[src/rtl/mips_pkg.sv]
// Shared MIPS front-end definitions: instruction field positions, opcodes and fetch FSM states.
package mips_pkg;
  localparam int INSTR_W = 32;
  localparam int OP_MSB  = 31;
  localparam int OP_LSB  = 26;
  localparam int OP_W    = OP_MSB - OP_LSB + 1;

  localparam logic [31:0] RESET_PC_DEFAULT = 32'h0000_0000;

  localparam logic [OP_W-1:0] R_TYPE = 6'h00;
  localparam logic [OP_W-1:0] ADDI   = 6'h08;
  localparam logic [OP_W-1:0] ANDI   = 6'h0C;
  localparam logic [OP_W-1:0] ORI    = 6'h0D;
  localparam logic [OP_W-1:0] SLTI   = 6'h0A;
  localparam logic [OP_W-1:0] LW     = 6'h23;
  localparam logic [OP_W-1:0] SW     = 6'h2B;
  localparam logic [OP_W-1:0] BEQ    = 6'h04;

  // FETCH: nothing outstanding; WAIT: response will be kept; DROP: response will be discarded
  typedef enum logic [1:0] {FETCH, WAIT, DROP} fetch_state_t;

  function automatic logic [OP_W-1:0] opcode_of(input logic [INSTR_W-1:0] instr);
    return instr[OP_MSB:OP_LSB];
  endfunction
endpackage

[src/rtl/instr_skid_queue.sv]
// Two-entry shift queue of {instr, pc_plus4}; slot 0 is always the head so outputs come straight from flops.
// Flush beats push; a push alongside a pop on a full queue is accepted.
module instr_skid_queue
  import mips_pkg::*;
#(
  parameter int ADDR_W = 32
) (
  input  logic               clk,
  input  logic               rst_n,
  input  logic               push,
  input  logic               pop,
  input  logic               flush,
  input  logic [INSTR_W-1:0] push_instr,
  input  logic [ADDR_W-1:0]  push_pc_plus4,
  output logic [INSTR_W-1:0] head_instr,
  output logic [ADDR_W-1:0]  head_pc_plus4,
  output logic [1:0]         count
);
  logic [INSTR_W-1:0] instr_q [2];
  logic [ADDR_W-1:0]  pc_q    [2];
  logic               do_pop;
  logic               do_push;
  logic [1:0]         after_pop;

  assign do_pop        = pop && (count != 2'd0);
  assign after_pop     = count - {1'b0, do_pop};
  assign do_push       = push && (after_pop != 2'd2);
  assign head_instr    = instr_q[0];
  assign head_pc_plus4 = pc_q[0];

  always_ff @(posedge clk or negedge rst_n) begin
    if (!rst_n) begin
      count      <= 2'd0;
      instr_q[0] <= '0;
      instr_q[1] <= '0;
      pc_q[0]    <= '0;
      pc_q[1]    <= '0;
    end else if (flush) begin
      count <= 2'd0;
    end else begin
      if (do_pop) begin
        instr_q[0] <= instr_q[1];
        pc_q[0]    <= pc_q[1];
      end
      // New entry lands in the first free slot after the shift
      if (do_push) begin
        if (after_pop == 2'd0) begin
          instr_q[0] <= push_instr;
          pc_q[0]    <= push_pc_plus4;
        end else begin
          instr_q[1] <= push_instr;
          pc_q[1]    <= push_pc_plus4;
        end
      end
      count <= after_pop + {1'b0, do_push};
    end
  end
endmodule

[src/rtl/instruction_fetch.sv]
// MIPS fetch stage: owns the PC, issues one outstanding word request, buffers up to two returned instructions.
// Request is combinational from state/credit; if_* are registered; stall holds the head, branch flushes and redirects.
module instruction_fetch
  import mips_pkg::*;
#(
  parameter int                ADDR_W   = 32,
  parameter logic [ADDR_W-1:0] RESET_PC = ADDR_W'(RESET_PC_DEFAULT)
) (
  input  logic               clk,
  input  logic               rst_n,
  output logic               imem_req_valid,
  input  logic               imem_req_ready,
  output logic [ADDR_W-1:0]  imem_req_addr,
  input  logic               imem_rsp_valid,
  input  logic [INSTR_W-1:0] imem_rsp_data,
  input  logic               stall,
  input  logic               branch_taken,
  input  logic [ADDR_W-1:0]  branch_target,
  output logic               if_valid,
  output logic [INSTR_W-1:0] if_instr,
  output logic [OP_W-1:0]    if_op,
  output logic [ADDR_W-1:0]  if_pc_plus4
);
  fetch_state_t state;
  logic [ADDR_W-1:0] pc;
  logic [1:0]        q_count;
  logic [2:0]        credit_used;
  logic              outstanding;
  logic              pop;
  logic              push;
  logic              req_fire;

  assign outstanding = (state != FETCH);
  assign if_valid    = (q_count != 2'd0);
  assign pop         = if_valid && !stall;
  assign credit_used = {1'b0, q_count} + {2'b00, outstanding} - {2'b00, pop};

  // A response in WAIT frees the outstanding slot, so a follow-on request may issue that same cycle
  assign imem_req_valid = rst_n && !branch_taken && (credit_used < 3'd2) &&
                          ((state == FETCH) || ((state == WAIT) && imem_rsp_valid));
  assign imem_req_addr  = pc;
  assign req_fire       = imem_req_valid && imem_req_ready;

  // pc already advanced past the outstanding request, so it equals that request's address + 4
  assign push = (state == WAIT) && imem_rsp_valid && !branch_taken;

  instr_skid_queue #(.ADDR_W(ADDR_W)) u_queue (
    .clk           (clk),
    .rst_n         (rst_n),
    .push          (push),
    .pop           (pop),
    .flush         (branch_taken),
    .push_instr    (imem_rsp_data),
    .push_pc_plus4 (pc),
    .head_instr    (if_instr),
    .head_pc_plus4 (if_pc_plus4),
    .count         (q_count)
  );

  assign if_op = opcode_of(if_instr);

  always_ff @(posedge clk or negedge rst_n) begin
    if (!rst_n) begin
      state <= FETCH;
      pc    <= RESET_PC;
    end else if (branch_taken) begin
      pc    <= branch_target & ~ADDR_W'(3);
      state <= (outstanding && !imem_rsp_valid) ? DROP : FETCH;
    end else begin
      if (req_fire) pc <= pc + ADDR_W'(4);
      case (state)
        FETCH:   if (req_fire) state <= WAIT;
        WAIT:    if (imem_rsp_valid && !req_fire) state <= FETCH;
        DROP:    if (imem_rsp_valid) state <= FETCH;
        default: state <= FETCH;
      endcase
    end
  end
endmodule

[config.mk]
export PLATFORM = sky130hd
export DESIGN_NAME = instruction_fetch
export DESIGN_NICKNAME = d
export VERILOG_FILES = /design/src/rtl/mips_pkg.sv /design/src/rtl/instr_skid_queue.sv /design/src/rtl/instruction_fetch.sv
export SDC_FILE = /design/constraint.sdc
export NUM_CORES = 1
export LEC_CHECK = 0
export BUFFER_PORTS_ARGS = -buffer_cell sky130_fd_sc_hd__buf_2
export CAP_MARGIN = 5
export CORE_MARGIN = 5
export CORE_UTILIZATION = 47
export CTS_CLUSTER_DIAMETER = 50
export DETAILED_ROUTE_END_ITERATION = 16
export PLACE_DENSITY = 0.83
export SYNTH_ARGS = -nofsm -noshare
export SYNTH_HDL_FRONTEND = slang
export SYNTH_SLANG_ARGS = --single-unit
[constraint.sdc]
create_clock -name clk -period 4 [get_ports clk]
set_clock_uncertainty 0.05 [all_clocks]
set_input_delay 0.4 -clock clk [delete_from_list [all_inputs] [get_ports clk]]
set_output_delay 0.4 -clock clk [all_outputs]
set_load 0.01 [all_outputs]
==> impl_metrics.yaml, run 1 <==
run_status:
  outcome: "complete, no violations"
worst_setup_path:
  rr_worst_depth: 12
  crit_slowest_cell: "fa_1"
  critPathArrivalTime_ns: 3.19
  r2r_slack_ns: 0.37
  cp-start-kind: "register"
  path_cells: "or2_2 -> nand2b_1 -> inv_1 -> ha_1 -> o21bai_1 -> fa_1 -> and2_0 -> and4_1 -> buf_2"
  worstPathRequired_ns: 3.55
  setup.worst_path.end_class: "output pin"
  crit_fanout: 7
  critPathMaxStageDelay_ns: 0.50
  crit_type: "reg2out"
worst_hold_path:
  hold-path-cell-count: 2
  hold_class: "in2reg"
sta:
  min_period_ns: 3.64
  hold_viol: 0
  setup_violations: 0
  timing.slew.headroom: 0.405
  finalSetupTns_ns: 0
  tightest_slew_ns: 0.892
  whs_ns: 0.0976
  max_freq_mhz: 275
  rsz0062_at_grt: "false"
  post-route-period-util: 0.909
  final-max-slew-violation-count: 0
route:
  met3WireLength_mm: 1.44
  ant_nets: 0
  top_layer: "met5"
  first_pass_iters: 5
  routed-via-count: 5731
  drc: 0
  wl_met1_mm: 8.06
  wl_met2_mm: 8.41
  viasPerCell: 5.48
  drt_iter0_drc: 356
  routed_wl_mm: 18.2
  post_drt_wl_per_cell_um: 17.4
synthesis:
  ys.flop_type: "dfrtp_1"
  ys_async_sr_fraction: 1.00
  synth_cell_types: 54
  yosysWarnings: 0
  ys_seq_area_frac: 0.505
  syn_avg_cell_area_um2: 10.9
  netlist_instances: 729
  synth_edf_count: 0
  syn_area_um2: 7930
  ys_ff_latch: 160
clocking:
  post-cts-setup-buffers: 0
  path_clk_slew_ns: 0.07
  numCtsBuffers: 17
  clkSinkCount: 160
  clk_latency_ns: 0.43
  htreeDepth: 4
  cts_root_buf: "clkbuf_16"
  cts_buffer_depth: 2
  cts_tree: "done"
die:
  core_area_um2: 16600
  start_util: 0.478
  die_area_um2: 19600
  floorplan.rows: 47
  die_x_um: 140
  die_h_um: 140
  ios: 174
layout:
  drive_gt1_frac: 0.349
  fin_nets: 887
  area_delta_synth_final_pct: 13.3
  antenna_cells: 0
  fillerInstances: 1481
global_route:
  grt_pass1_vias: 5555
  grt_max_degree: 86
  grt_overflow: 0
  grt_pass1_wl_mm: 29.5
  grt_use_total: 0.188
  antenna_found_initial: 1
placement:
  place_congestion: 0.824
  port_buffers: 169
  dp_hpwl_mm: 12.3
job:
  max_cap_viol_count: 0
power_and_ir_drop:
  leakagePower_nw: 4.63
  p_per_area_nw_per_um2: 688
  ir_drop_uv: 340
==> where the power goes <==
group | switching (W) | leakage (nW) | internal (W) | total (W)
logic | 0.00108 | 2.30 | 0.000898 | 0.00198
clock network | 0.000672 | 0.278 | 0.000932 | 0.00160
registers | 0.000401 | 2.05 | 0.00220 | 0.00260
==> path summary, 6_finish.rpt <==
path / end / from
max: imem_req_valid / u_queue.count[1]
min: state[1] / imem_rsp_valid
max reg2reg: imem_req_addr[26] / u_queue.count[1]
min reg2reg: u_queue.pc_q[4] / u_queue.pc_q[4]
max in group asynchronous: u_queue.head_pc_plus4[18] / rst_n
min in group asynchronous: u_queue.head_pc_plus4[23] / rst_n
==> cells in the mapped netlist (5+ instances only) <==
cell type,n,share of area
mux2_2,63,0.090
nand4_1,10,0.0079
o211ai_1,5,0.0047
buf_4,75,0.071
buf_2,27,0.017
a21oi_1,74,0.047
a22oi_1,5,0.0047
nor2_1,80,0.038
clkbuf_1,8,0.0038
o21bai_1,6,0.0057
dfrtp_1,160,0.51
o21ai_0,7,0.0044
nor3_1,6,0.0038
nand3_1,21,0.013
inv_1,12,0.0057
mux2i_1,58,0.073
a221o_1,11,0.014
nand2_1,28,0.013
a21o_1,7,0.0066
or3_1,7,0.0055
nor4_1,6,0.0047
and3_1,6,0.0047
==> sequential cells by signal, indices dropped and copies added (netlist names) <==
register,flops
u_queue.head_pc_plus4,32
imem_req_addr,30
u_queue.instr_q,32
u_queue.pc_q,30
state,2
u_queue.count,2
u_queue.head_instr,32
==> layout by cell type, fill, tap and decap left out, drive strengths merged, types with 3 or more instances in the layout <==
master / count
nand3: 21
clkinv: 7
ha: 3
clkinvlp: 4
nand2b: 3
or3: 7
nand4: 12
o211ai: 5
buf: 178
xor2: 3
mux2i: 58
nor3: 6
nand2: 29
inv: 13
mux2: 63
a221o: 12
a21o: 7
nor4: 9
dfrtp: 160
nor2: 80
a21oi: 75
o21bai: 6
o311ai: 3
clkbuf: 18
o21ai: 7
a22oi: 5
and3: 6
==> routing by layer <==
layer	vias up	global-route usage
li1	2678	-
met1	2790	0.266
met2	232	0.287
met3	29	0.0484
met4	2	0.0571
met5	-	0
==> worst max-delay path: cells and delay by family (launching register included) <==
family | cells | cell delay [ns]
adders and majority gates | 2 | 0.89
AOI/OAI and AO/OA | 1 | 0.23
and+or+nand+nor | 4 | 0.94
buffers and inverters | 2 | 0.26
DFF | 1 | 0.43
==> kinds of logic (layout without fill, tap and decap cells) <==
group / count (synthesis) / in the layout / share of synthesized area
AO/OA/AOI/OAI: 125 / 125 / 0.0985
flip-flops: 160 / 160 / 0.505
buffers and inverters: 127 / 223 / 0.103
adder cells (fa/ha/maj): 4 / 4 / 0.00726
multiplexers: 121 / 121 / 0.163
other: 1 / 2 / 0.000473
XOR/XNOR: 5 / 5 / 0.00553
AND/OR/NAND/NOR: 186 / 186 / 0.118
==> per-stage QoR <==
stage	worst slack [ns]	cell area, um^2	total power [W]	instances	utilization
after detailed placement	0.279	8390	0.00463	1013	0.506
final	0.364	8980	0.00618	1046	0.542
after global routing	0.162	8980	0.00660	1046	0.542
after CTS	0.253	8980	0.00625	1046	0.541
after global placement	0.417	8390	0.00452	1013	0.506
after floorplan	0.746	7930	0.00429	730	-
==> repair_timing <==
item                       CTS  global route
hold buffers                 1             0
setup endpoints to repair    0             1
hold endpoints to repair    46             0
resized for setup            0             1
==> cell type report <==
| class | count | area, um^2 | share of cell area |
|---|---|---|---|
| clock buffers | 18 | 439 | 0.0489 |
| clock inverters | 14 | 141 | 0.0157 |
| inverters | 12 | 45.0 | 0.00501 |
| multi-input cells | 443 | 3150 | 0.351 |
| flip-flops and latches | 160 | 4000 | 0.446 |
| well taps | 220 | 275 | 0.0306 |
| repair buffers | 179 | 930 | 0.103 |
(Power assumes the default switching activity.)
==> run 2: changes to the inputs <==
- RECOVER_POWER: unset -> 100
==> run 2 against run 1 <==
The run now ends with capacitance limit, slew limit left. Critical endpoint is now imem_req_addr[26]. Global-route usage stayed put. Largest power group unchanged. Total power is 1.8% lower. Die area did not move. Critical path type is now reg2reg. Largest cell class unchanged.
==> impl_metrics.yaml, run 2 (synthesis gave the netlist of run 1 again) <==
run_status:
  outcome: "finished with violations"
  violations: "capacitance limit, slew limit"
sta:
  max_freq_mhz: 278
  tightest_slew_ns: 1.83
  hold_viol: 0
  post-route-period-util: 0.898
  finalSetupTns_ns: 0
  timing.slew.headroom: -0.219
  min_period_ns: 3.59
  final-max-slew-violation-count: 116
  whs_ns: 0.0983
  rsz0062_at_grt: "false"
  worst_slack_ns: 0.407
  setup_violations: 0
route:
  viasPerCell: 5.48
  post_drt_wl_per_cell_um: 17.5
  routed-via-count: 5730
  drt_iter0_drc: 359
  routed_wl_mm: 18.3
  first_pass_iters: 7
  drc: 0
  ant_nets: 0
worst_setup_path:
  crit_fanout: 22
  setup.worst_path.end_class: "register"
  cp-start-kind: "register"
  r2r_slack_ns: 0.41
  critPathArrivalTime_ns: 3.84
  rr_startpoint: "u_queue.count[1]"
  worstPathRequired_ns: 4.25
  crit_start: "u_queue.count[1]"
  crit_type: "reg2reg"
layout:
  area_delta_synth_final_pct: 11.3
  drive_gt1_frac: 0.222
  post-route-util: 0.532
  antenna_cells: 0
  final_common_cell: "dfrtp_1"
  fillerInstances: 1536
  layout_common_cells: "160 x dfrtp_1, 103 x clkbuf_1, 80 x nor2_1, 75 x a21oi_1, 65 x buf_2"
  fin_nets: 887
power_and_ir_drop:
  ir_drop_uv: 339
  clockPowerShare: 0.264
  p_sw_frac: 0.355
  leakagePower_nw: 4.31
  p_seq_frac: 0.430
  power.switching_w: 0.00216
  p_total_w: 0.00607
  share_comb_of_total_power: 0.306
  p_per_area_nw_per_um2: 688
  p_int_w: 0.00391
global_route:
  grt.busiest_layer: "met2"
  globalRouteMet2Util: 0.287
  grt_max_degree: 86
  use_met1: 0.266
  antenna_found_initial: 1
  grt_pass1_wl_mm: 29.5
  use_met3: 0.0484
  grt_use_total: 0.188
  grt_pass1_vias: 5555
  grt_overflow: 0
placement:
  pre_cts_ws_ns: 0.279
  place_congestion: 0.824
  port_buffers: 169
  dp_hpwl_mm: 12.3
die:
  ios: 174
  start_util: 0.478
  floorplan.rows: 47
  die_area_um2: 19600
  die_h_um: 140
  core_area_um2: 16600
  die_x_um: 140
job:
  max_cap_viol_count: 2
clocking:
  cts_buffer_depth: 2
  post-cts-setup-buffers: 0
  numCtsBuffers: 17
  cts_root_buf: "clkbuf_16"
  clkSinkCount: 160
  htreeDepth: 4
  path_clk_slew_ns: 0.07
  cts_tree: "done"
  clk_latency_ns: 0.43
worst_hold_path:
  worstHoldStart: "imem_rsp_valid"
  hold_class: "in2reg"
-- run 2: cell types whose count changed in the layout (fill, tap and decap cells not counted), sizes merged --
cell,before,now
buf,178,70
clkbuf,18,126
-- run 2: worst max-delay path: stages (launching register included) --
cell and delay, ns:
dfrtp_1 0.43, or2_2 0.30, nand2b_1 0.10, inv_1 0.05
ha_1 0.37, o21bai_1 0.22, fa_1 0.49, and2_0 0.12
and4_1 0.38, a21oi_1 0.12, buf_4 0.31, a22o_2 0.22
or3_1 0.30
-- run 2: cell type report --
| type | instances | area [um^2] | area share |
|---|---|---|---|
| Sequential cell | 160 | 4000 | 0.454 |
| Multi-Input combinational cell | 443 | 3120 | 0.354 |
| Timing Repair Buffer | 179 | 791 | 0.0897 |
| Clock buffer | 18 | 439 | 0.0498 |
| Tap cell | 220 | 275 | 0.0312 |
| Clock inverter | 14 | 141 | 0.0160 |
| Inverter | 12 | 45.0 | 0.00511 |
-- run 2: path summary, 6_finish.rpt --
kind,endpoint,depth (start not counted)
min reg2reg,u_queue.instr_q[13],1
max in group asynchronous,u_queue.head_pc_plus4[18],4
max reg2reg,imem_req_addr[26],12
min,state[1],2
min in group asynchronous,u_queue.instr_q[27],2
max,imem_req_addr[26],12
-- run 2: power groups by stage --
stage / Clock, W / Combinational (W) / Sequential [W]
floorplan: 0 / 0.00176 / 0.00253
global placement: 0 / 0.00192 / 0.00260
detailed placement: 0 / 0.00200 / 0.00263
CTS: 0.00164 / 0.00201 / 0.00260
global route: 0.00171 / 0.00209 / 0.00270
finish: 0.00160 / 0.00186 / 0.00261
-- run 2: routing by layer --
| layer | share of wire | vias up |
|---|---|---|
| met1 | 0.45 | 2821 |
| li1 | - | 2675 |
| met4 | 0.015 | 2 |
| met3 | 0.079 | 21 |
| met2 | 0.46 | 211 |
| met5 | 0.00038 | - |
-- run 2: what timing repair did --
item                       in CTS  in global routing
setup endpoints to repair       0                  1
hold endpoints to repair       46                  0
resized for setup               0                  1
hold buffers                    1                  0
-- run 2: stage by stage --
| stage | instances | cell area (um^2) |
|---|---|---|
| after global routing | 1046 | 8820 |
| final | 1046 | 8820 |
| after detailed placement | 1013 | 8390 |
| after floorplan | 730 | 7930 |
| after global placement | 1013 | 8390 |
| after CTS | 1046 | 8980 |
